<file path="config.mk">
export PLATFORM = sky130hd
export DESIGN_NAME = spi_gpio_expander
export DESIGN_NICKNAME = d
export VERILOG_FILES = /design/src/rtl/gpio_exp_pkg.sv /design/src/rtl/spi_frame_rx.sv /design/src/rtl/spi_gpio_expander.sv
export SDC_FILE = /design/constraint.sdc
export NUM_CORES = 1
export LEC_CHECK = 0
export CAP_MARGIN = 30
export CELL_PAD_IN_SITES_DETAIL_PLACEMENT = 0
export CELL_PAD_IN_SITES_GLOBAL_PLACEMENT = 1
export CORE_UTILIZATION = 50
export CTS_CLUSTER_DIAMETER = 50
export DETAILED_ROUTE_END_ITERATION = 16
export GPL_ROUTABILITY_DRIVEN = 0
export HOLD_SLACK_MARGIN = 0.03
export PLACE_DENSITY = 0.91
export SLEW_MARGIN = 20
export SYNTH_ARGS = -nofsm -noshare
export SYNTH_HDL_FRONTEND = slang
export SYNTH_SLANG_ARGS = --single-unit
</file>
<file path="constraint.sdc">
create_clock -name clk -period 4.2 [get_ports clk]
set_input_delay 0.84 -clock clk [delete_from_list [all_inputs] [get_ports clk]]
set_output_delay 0.84 -clock clk [all_outputs]
set_load 0.1 [all_outputs]
</file>
<file path="src/rtl/gpio_exp_pkg.sv">
// Shared definitions for the SPI GPIO expander.
// Contents: register offsets within a bank, the ISTAT base address, frame geometry
// and the 7-bit register address type.
package gpio_exp_pkg;

  localparam logic [1:0] OFF_OUT = 2'd0;
  localparam logic [1:0] OFF_DIR = 2'd1;
  localparam logic [1:0] OFF_IN  = 2'd2;
  localparam logic [1:0] OFF_IEN = 2'd3;

  localparam logic [6:0] ISTAT_BASE = 7'h40;

  localparam int FRAME_BITS = 16;
  localparam int CMD_BITS   = 8;

  typedef logic [6:0] reg_addr_t;

endpackage

</file>
<file path="src/rtl/spi_frame_rx.sv">
// SPI mode-0 slave front end, oversampled on clk.
// Ports:
//   clk, rst          system clock, async active-low reset
//   spi_ss_n/sclk/mosi  raw SPI pad inputs
//   spi_miso, spi_miso_oe  serial read data and pad enable
//   cmd_valid, addr, rw    one-clk pulse after the 8th sclk rise with decoded command
//   wr_valid, wdata        one-clk pulse after the 16th sclk rise with the data byte
//   rdata                  read data, sampled the clk cmd_valid is high
module spi_frame_rx
  import gpio_exp_pkg::*;
#(
  parameter int SYNC_STAGES = 2
) (
  input  logic       clk,
  input  logic       rst,
  input  logic       spi_ss_n,
  input  logic       spi_sclk,
  input  logic       spi_mosi,
  output logic       spi_miso,
  output logic       spi_miso_oe,
  output logic       cmd_valid,
  output reg_addr_t  addr,
  output logic       rw,
  output logic       wr_valid,
  output logic [7:0] wdata,
  input  logic [7:0] rdata
);

  localparam logic [4:0] CNT_CMD  = 5'(CMD_BITS - 1);
  localparam logic [4:0] CNT_LAST = 5'(FRAME_BITS - 1);
  localparam logic [4:0] CNT_MAX  = 5'(FRAME_BITS);

  logic [SYNC_STAGES-1:0] r_ss_sync, r_sclk_sync, r_mosi_sync;
  logic       r_sclk_d;
  logic [4:0] r_cnt;
  logic [7:0] r_shift;
  logic [7:0] r_miso_sr;
  logic       r_miso;
  logic       w_ss, w_sclk, w_mosi, w_rise, w_fall;

  assign w_ss   = r_ss_sync[SYNC_STAGES-1];
  assign w_sclk = r_sclk_sync[SYNC_STAGES-1];
  assign w_mosi = r_mosi_sync[SYNC_STAGES-1];
  assign w_rise = w_sclk & ~r_sclk_d;
  assign w_fall = ~w_sclk & r_sclk_d;

  assign spi_miso    = r_miso;
  assign spi_miso_oe = ~w_ss;

  // ss_n synchroniser resets to idle so the pad enable stays off coming out of reset
  always_ff @(posedge clk or negedge rst) begin
    if (!rst) begin
      r_ss_sync   <= '1;
      r_sclk_sync <= '0;
      r_mosi_sync <= '0;
      r_sclk_d    <= 1'b0;
    end else begin
      r_ss_sync   <= {r_ss_sync[SYNC_STAGES-2:0], spi_ss_n};
      r_sclk_sync <= {r_sclk_sync[SYNC_STAGES-2:0], spi_sclk};
      r_mosi_sync <= {r_mosi_sync[SYNC_STAGES-2:0], spi_mosi};
      r_sclk_d    <= w_sclk;
    end
  end

  always_ff @(posedge clk or negedge rst) begin
    if (!rst) begin
      r_cnt     <= '0;
      r_shift   <= '0;
      r_miso_sr <= '0;
      r_miso    <= 1'b0;
      cmd_valid <= 1'b0;
      wr_valid  <= 1'b0;
      addr      <= '0;
      rw        <= 1'b0;
      wdata     <= '0;
    end else begin
      cmd_valid <= 1'b0;
      wr_valid  <= 1'b0;
      if (w_ss) begin
        r_cnt     <= '0;
        r_shift   <= '0;
        r_miso_sr <= '0;
        r_miso    <= 1'b0;
      end else begin
        if (w_rise && (r_cnt < CNT_MAX)) begin
          r_cnt   <= r_cnt + 5'd1;
          r_shift <= {r_shift[6:0], w_mosi};
          if (r_cnt == CNT_CMD) begin
            cmd_valid <= 1'b1;
            rw        <= r_shift[6];
            addr      <= {r_shift[5:0], w_mosi};
          end
          if (r_cnt == CNT_LAST) begin
            wr_valid <= 1'b1;
            wdata    <= {r_shift[6:0], w_mosi};
          end
        end
        // Load lands before the first fall after bit 8 since clk >= 4x sclk;
        // zeros shift in behind the byte so extra bits read as 0.
        if (cmd_valid) begin
          r_miso_sr <= rw ? rdata : 8'h00;
        end else if (w_fall) begin
          r_miso    <= r_miso_sr[7];
          r_miso_sr <= {r_miso_sr[6:0], 1'b0};
        end
      end
    end
  end

endmodule

</file>
<file path="src/rtl/spi_gpio_expander.sv">
// SPI-controlled GPIO expander: NUM_BANKS x 8 pins with direction, input readback
// and masked change interrupt.
// Ports:
//   clk, rst                  system clock, async active-low reset
//   spi_ss_n, spi_sclk, spi_mosi, spi_miso, spi_miso_oe   SPI slave pads
//   gpio_in [W]   pad inputs (async), gpio_out [W] OUT regs, gpio_oe [W] DIR regs
//   irq           registered OR of all ISTAT bits
module spi_gpio_expander
  import gpio_exp_pkg::*;
#(
  parameter int NUM_BANKS   = 2,
  parameter int SYNC_STAGES = 2
) (
  input  logic                   clk,
  input  logic                   rst,
  input  logic                   spi_ss_n,
  input  logic                   spi_sclk,
  input  logic                   spi_mosi,
  output logic                   spi_miso,
  output logic                   spi_miso_oe,
  input  logic [8*NUM_BANKS-1:0] gpio_in,
  output logic [8*NUM_BANKS-1:0] gpio_out,
  output logic [8*NUM_BANKS-1:0] gpio_oe,
  output logic                   irq
);

  localparam int W = 8 * NUM_BANKS;

  logic       w_cmd_valid, w_rw, w_wr_valid, w_wr;
  reg_addr_t  w_addr;
  logic [7:0] w_wdata, w_rdata, w_rd_mux;
  logic [W-1:0] r_out, r_dir, r_ien, r_istat, r_gprev;
  logic [W-1:0] w_gin, w_set, w_w1c;
  logic [W-1:0] r_gsync [SYNC_STAGES];
  logic         r_irq;

  spi_frame_rx #(.SYNC_STAGES(SYNC_STAGES)) u_rx (
    .clk         (clk),
    .rst         (rst),
    .spi_ss_n    (spi_ss_n),
    .spi_sclk    (spi_sclk),
    .spi_mosi    (spi_mosi),
    .spi_miso    (spi_miso),
    .spi_miso_oe (spi_miso_oe),
    .cmd_valid   (w_cmd_valid),
    .addr        (w_addr),
    .rw          (w_rw),
    .wr_valid    (w_wr_valid),
    .wdata       (w_wdata),
    .rdata       (w_rdata)
  );

  assign w_wr     = w_wr_valid & ~w_rw;
  assign w_gin    = r_gsync[SYNC_STAGES-1];
  assign w_set    = (w_gin ^ r_gprev) & r_ien & ~r_dir;
  assign w_rdata  = (w_cmd_valid && w_rw) ? w_rd_mux : 8'h00;
  assign gpio_out = r_out;
  assign gpio_oe  = r_dir;
  assign irq      = r_irq;

  always_ff @(posedge clk or negedge rst) begin
    if (!rst) begin
      for (int s = 0; s < SYNC_STAGES; s++) r_gsync[s] <= '0;
      r_gprev <= '0;
    end else begin
      r_gsync[0] <= gpio_in;
      for (int s = 1; s < SYNC_STAGES; s++) r_gsync[s] <= r_gsync[s-1];
      r_gprev <= w_gin;
    end
  end

  // Read mux and ISTAT clear mask; addr[6:2] == b only matches the lower bank map
  always_comb begin
    w_rd_mux = 8'h00;
    w_w1c    = '0;
    for (int b = 0; b < NUM_BANKS; b++) begin
      if (w_addr[6:2] == 5'(b)) begin
        case (w_addr[1:0])
          OFF_OUT: w_rd_mux = r_out[b*8 +: 8];
          OFF_DIR: w_rd_mux = r_dir[b*8 +: 8];
          OFF_IN:  w_rd_mux = w_gin[b*8 +: 8];
          default: w_rd_mux = r_ien[b*8 +: 8];
        endcase
      end
      if (w_addr == ISTAT_BASE + 7'(b)) begin
        w_rd_mux = r_istat[b*8 +: 8];
        if (w_wr) w_w1c[b*8 +: 8] = w_wdata;
      end
    end
  end

  always_ff @(posedge clk or negedge rst) begin
    if (!rst) begin
      r_out   <= '0;
      r_dir   <= '0;
      r_ien   <= '0;
      r_istat <= '0;
      r_irq   <= 1'b0;
    end else begin
      for (int b = 0; b < NUM_BANKS; b++) begin
        if (w_wr && (w_addr[6:2] == 5'(b))) begin
          if (w_addr[1:0] == OFF_OUT) r_out[b*8 +: 8] <= w_wdata;
          if (w_addr[1:0] == OFF_DIR) r_dir[b*8 +: 8] <= w_wdata;
          if (w_addr[1:0] == OFF_IEN) r_ien[b*8 +: 8] <= w_wdata;
        end
      end
      // set term applied after the clear so a same-cycle edge is not lost
      r_istat <= (r_istat & ~w_w1c) | w_set;
      r_irq   <= |r_istat;
    end
  end

endmodule

</file>
==> flow_summary.yaml <==
run_status:
  outcome: "finished, final reports clean"
synth:
  syn-mean-instance-area_sq_um: 13.7
  synth_ff_type: "dfrtp_1"
  synth-edff-count: 0
  yosys.area.top_type: "dfrtp_1"
  synth_area_leaders: "dfrtp_1 (59%), mux2_2 (11%), mux4_1 (3.1%)"
  synthesis.area_sq_um: 6690
  synth-seq-area-share_pct: 59.5
  async_flop_share_pct: 100
  synth-seq-cells: 159
  syn_inst: 487
  yosysWarnings: 0
  synth_cell_types: 51
  syn_nets: 510
  synth_top_area_share_pct: 58.7
sta:
  tightest_slew_ns: 0.992
  finalCriticalPeriod_ns: 3.17
  rsz0062_at_grt: "no"
  hold_viol: 0
  maxSlewHeadroom_pct: 33.7
  setup_violations: 0
  maxSlewViolCount: 0
  fmax_mhz: 316
  min_period_over_period_pct: 75.4
  fin_skew_ns: 0.00684
  tns_ns: 0
setup_path:
  slowest_stage: "clkdlybuf4s50_1"
  cp_cell_sequence: "inv_1 > clkdlybuf4s50_1"
  start_kind: "flip-flop"
  end_kind: "output port"
  crit_cells: 2
  path_max_fanout: 19
  r2r_setup_slack_ns: 1.65
  r2r_cells: 5
  r2r-end: "u_rx.r_miso_sr[2]"
  rr_startpoint: "u_rx.addr[0]"
  critPathCapture: "spi_miso_oe"
  worstSetupPathType: "reg2out"
  crit_family: "buffers and inverters"
  required_ns: 3.36
  crit_buf_inv: 2
  crit_arrival_ns: 2.33
  critPathMaxStageDelay_ns: 0.98
  cp-startpoint: "u_rx.r_ss_sync[1]"
cells_and_area:
  nFillCells: 986
  final_common_cell: "dfrtp_1"
  final_cell_mix: "dfrtp_1 (157), mux2_2 (68), clkdlybuf4s50_1 (54), nand2_1 (37), inv_1 (20)"
  antennaDiodeCount: 0
  nets: 566
  syn_to_final_growth_pct: 19.9
  drive_gt1_share_pct: 21.9
  final_cells: 728
  fin_area_sq_um: 8020
grt:
  antenna_found_initial: 0
  track_usage_pct: 21.6
  grt_pass1_wl_microns: 22700
  grt_pass1_vias: 4257
  grt_max_degree: 99
  grt-ovfl-total: 0
cts:
  cts.sinks: 159
  cts-buffers-inserted: 17
  ctsLongestPathBuffers: 2
  cts_max_level: 4
  post-cts-setup-buffers: 0
  tritoncts: "yes"
  ctsResizeCount: 0
  clk_root_buffer_cell: "clkbuf_16"
  cts_hold_buf: 0
  clk_latency_ns: 0.42
  clk_pin_slew_ns: 0.06
placed_design:
  port_buffers: 55
  dpl.cell_count: 695
  dp_hpwl_microns: 9450
  postPlaceCellArea_sq_um: 7360
route:
  drc_errors: 0
  routedWlPerCell_microns: 19.1
  num_vias: 4145
  firstDrtPassIters: 4
  wl_microns: 13900
  drt_first_iter_violations: 233
  viasPerCell: 5.69
  ant_nets: 0
floorplan:
  row_count: 41
  die_h_microns: 118
  die_w_microns: 118
  dieArea_sq_um: 13800
  start_util_pct: 52.2
  pin_count: 56
  core_area_sq_um: 12800
hold_path:
  hp-class: "in2async"
pwr:
  p_per_area_nw_per_um2: 409
  p_leak_nw: 3.51
  vdd_drop_max_uv: 285
job:
  maxCapViolations: 0
## metrics by stage
| stage | util, % | hold slack, ns | worst slack (ns) | power (W) |
|---|---|---|---|---|
| 2_1_floorplan | - | 0.331 | 2.11 | 0.00163 |
| 6_report | 62.5 | 0.241 | 1.03 | 0.00328 |
| 3_3_place_gp | 57.4 | 0.332 | 1.50 | 0.00169 |
| 5_1_grt | 62.5 | 0.235 | 0.966 | 0.00339 |
| 4_1_cts | 62.3 | 0.348 | 1.01 | 0.00331 |
| 3_5_place_dp | 57.4 | 0.335 | 1.47 | 0.00169 |
## synthesized netlist by cell type (all sizes together), types with 8 or more instances
cell type,number
nor2,14
dfrtp,157
clkbuf,11
o21ai,8
mux4,9
xor2,18
inv,20
buf,11
or3,9
a21oi,17
nand2,39
a32o,16
mux2,71
mux2i,14
nand3,11
## worst min path at each step
stage,startpoint,end,slack (ns),cells past startpoint
after global routing,rst,r_istat[12],0.23,1
after global placement,r_gsync[24],w_gin[8],0.33,0
after CTS,r_gsync[31],w_gin[15],0.35,0
after detailed placement,r_gsync[31],w_gin[15],0.33,0
after floorplan,u_rx.r_mosi_sync[0],u_rx.r_mosi_sync[1],0.33,0
final,rst,r_istat[12],0.24,1
## kinds of logic (layout without fill, tap and decap cells)
logic type               after synthesis  count (layout)  synth area share [%]
flip-flops                           159             159                  59.5
AO/OA/AOI/OAI                         66              66                  7.76
adder cells (fa/ha/maj)                2               2                 0.374
buffers and inverters                 42             111                  3.05
AND/OR/NAND/NOR                      105             105                  9.28
XOR/XNOR                              19              19                  2.49
multiplexers                          94              94                  17.5
## worst register-to-register path, cell delays in order, from the launching register on
cell       delay, ns
dfrtp_1         0.82
buf_4           0.43
or3b_1          0.45
a2111oi_4       0.54
a22oi_1         0.14
o21ai_1         0.11
## layout make-up
cell class	count	area (sq um)	area share, %
flip-flops and latches	159	3980	49.6
multi-input cells	286	2500	31.2
repair buffers	59	614	7.66
clock buffers	19	443	5.52
well taps	172	215	2.68
clock inverters	13	188	2.34
inverters	20	75.1	0.936
## where the power goes
part           switching, W  total (W)  internal (W)
Sequential        0.0000206    0.00158       0.00156
Clock              0.000599    0.00161       0.00101
Combinational     0.0000509  0.0000864     0.0000355
## state kept, by name, summed over array words and instances (netlist names), 5 cells and up
name,cells
gpio_out,16
gpio_oe,16
u_rx.addr,7
r_istat,16
r_gprev,16
r_gsync,16
u_rx.r_shift,7
w_gin,16
u_rx.wdata,8
u_rx.r_cnt,5
u_rx.r_miso_sr,8
r_ien,16
## metal layers
| layer | routed length, microns | vias to the layer above | GRT usage, % |
|---|---|---|---|
| met2 | 6640 | 117 | 33.2 |
| li1 | - | 1887 | - |
| met3 | 694 | 23 | 5.43 |
| met1 | 6280 | 2118 | 29.5 |
| met4 | 269 | 0 | 8.65 |
| met5 | 0 | - | 0 |
(Power assumes the default switching activity.)
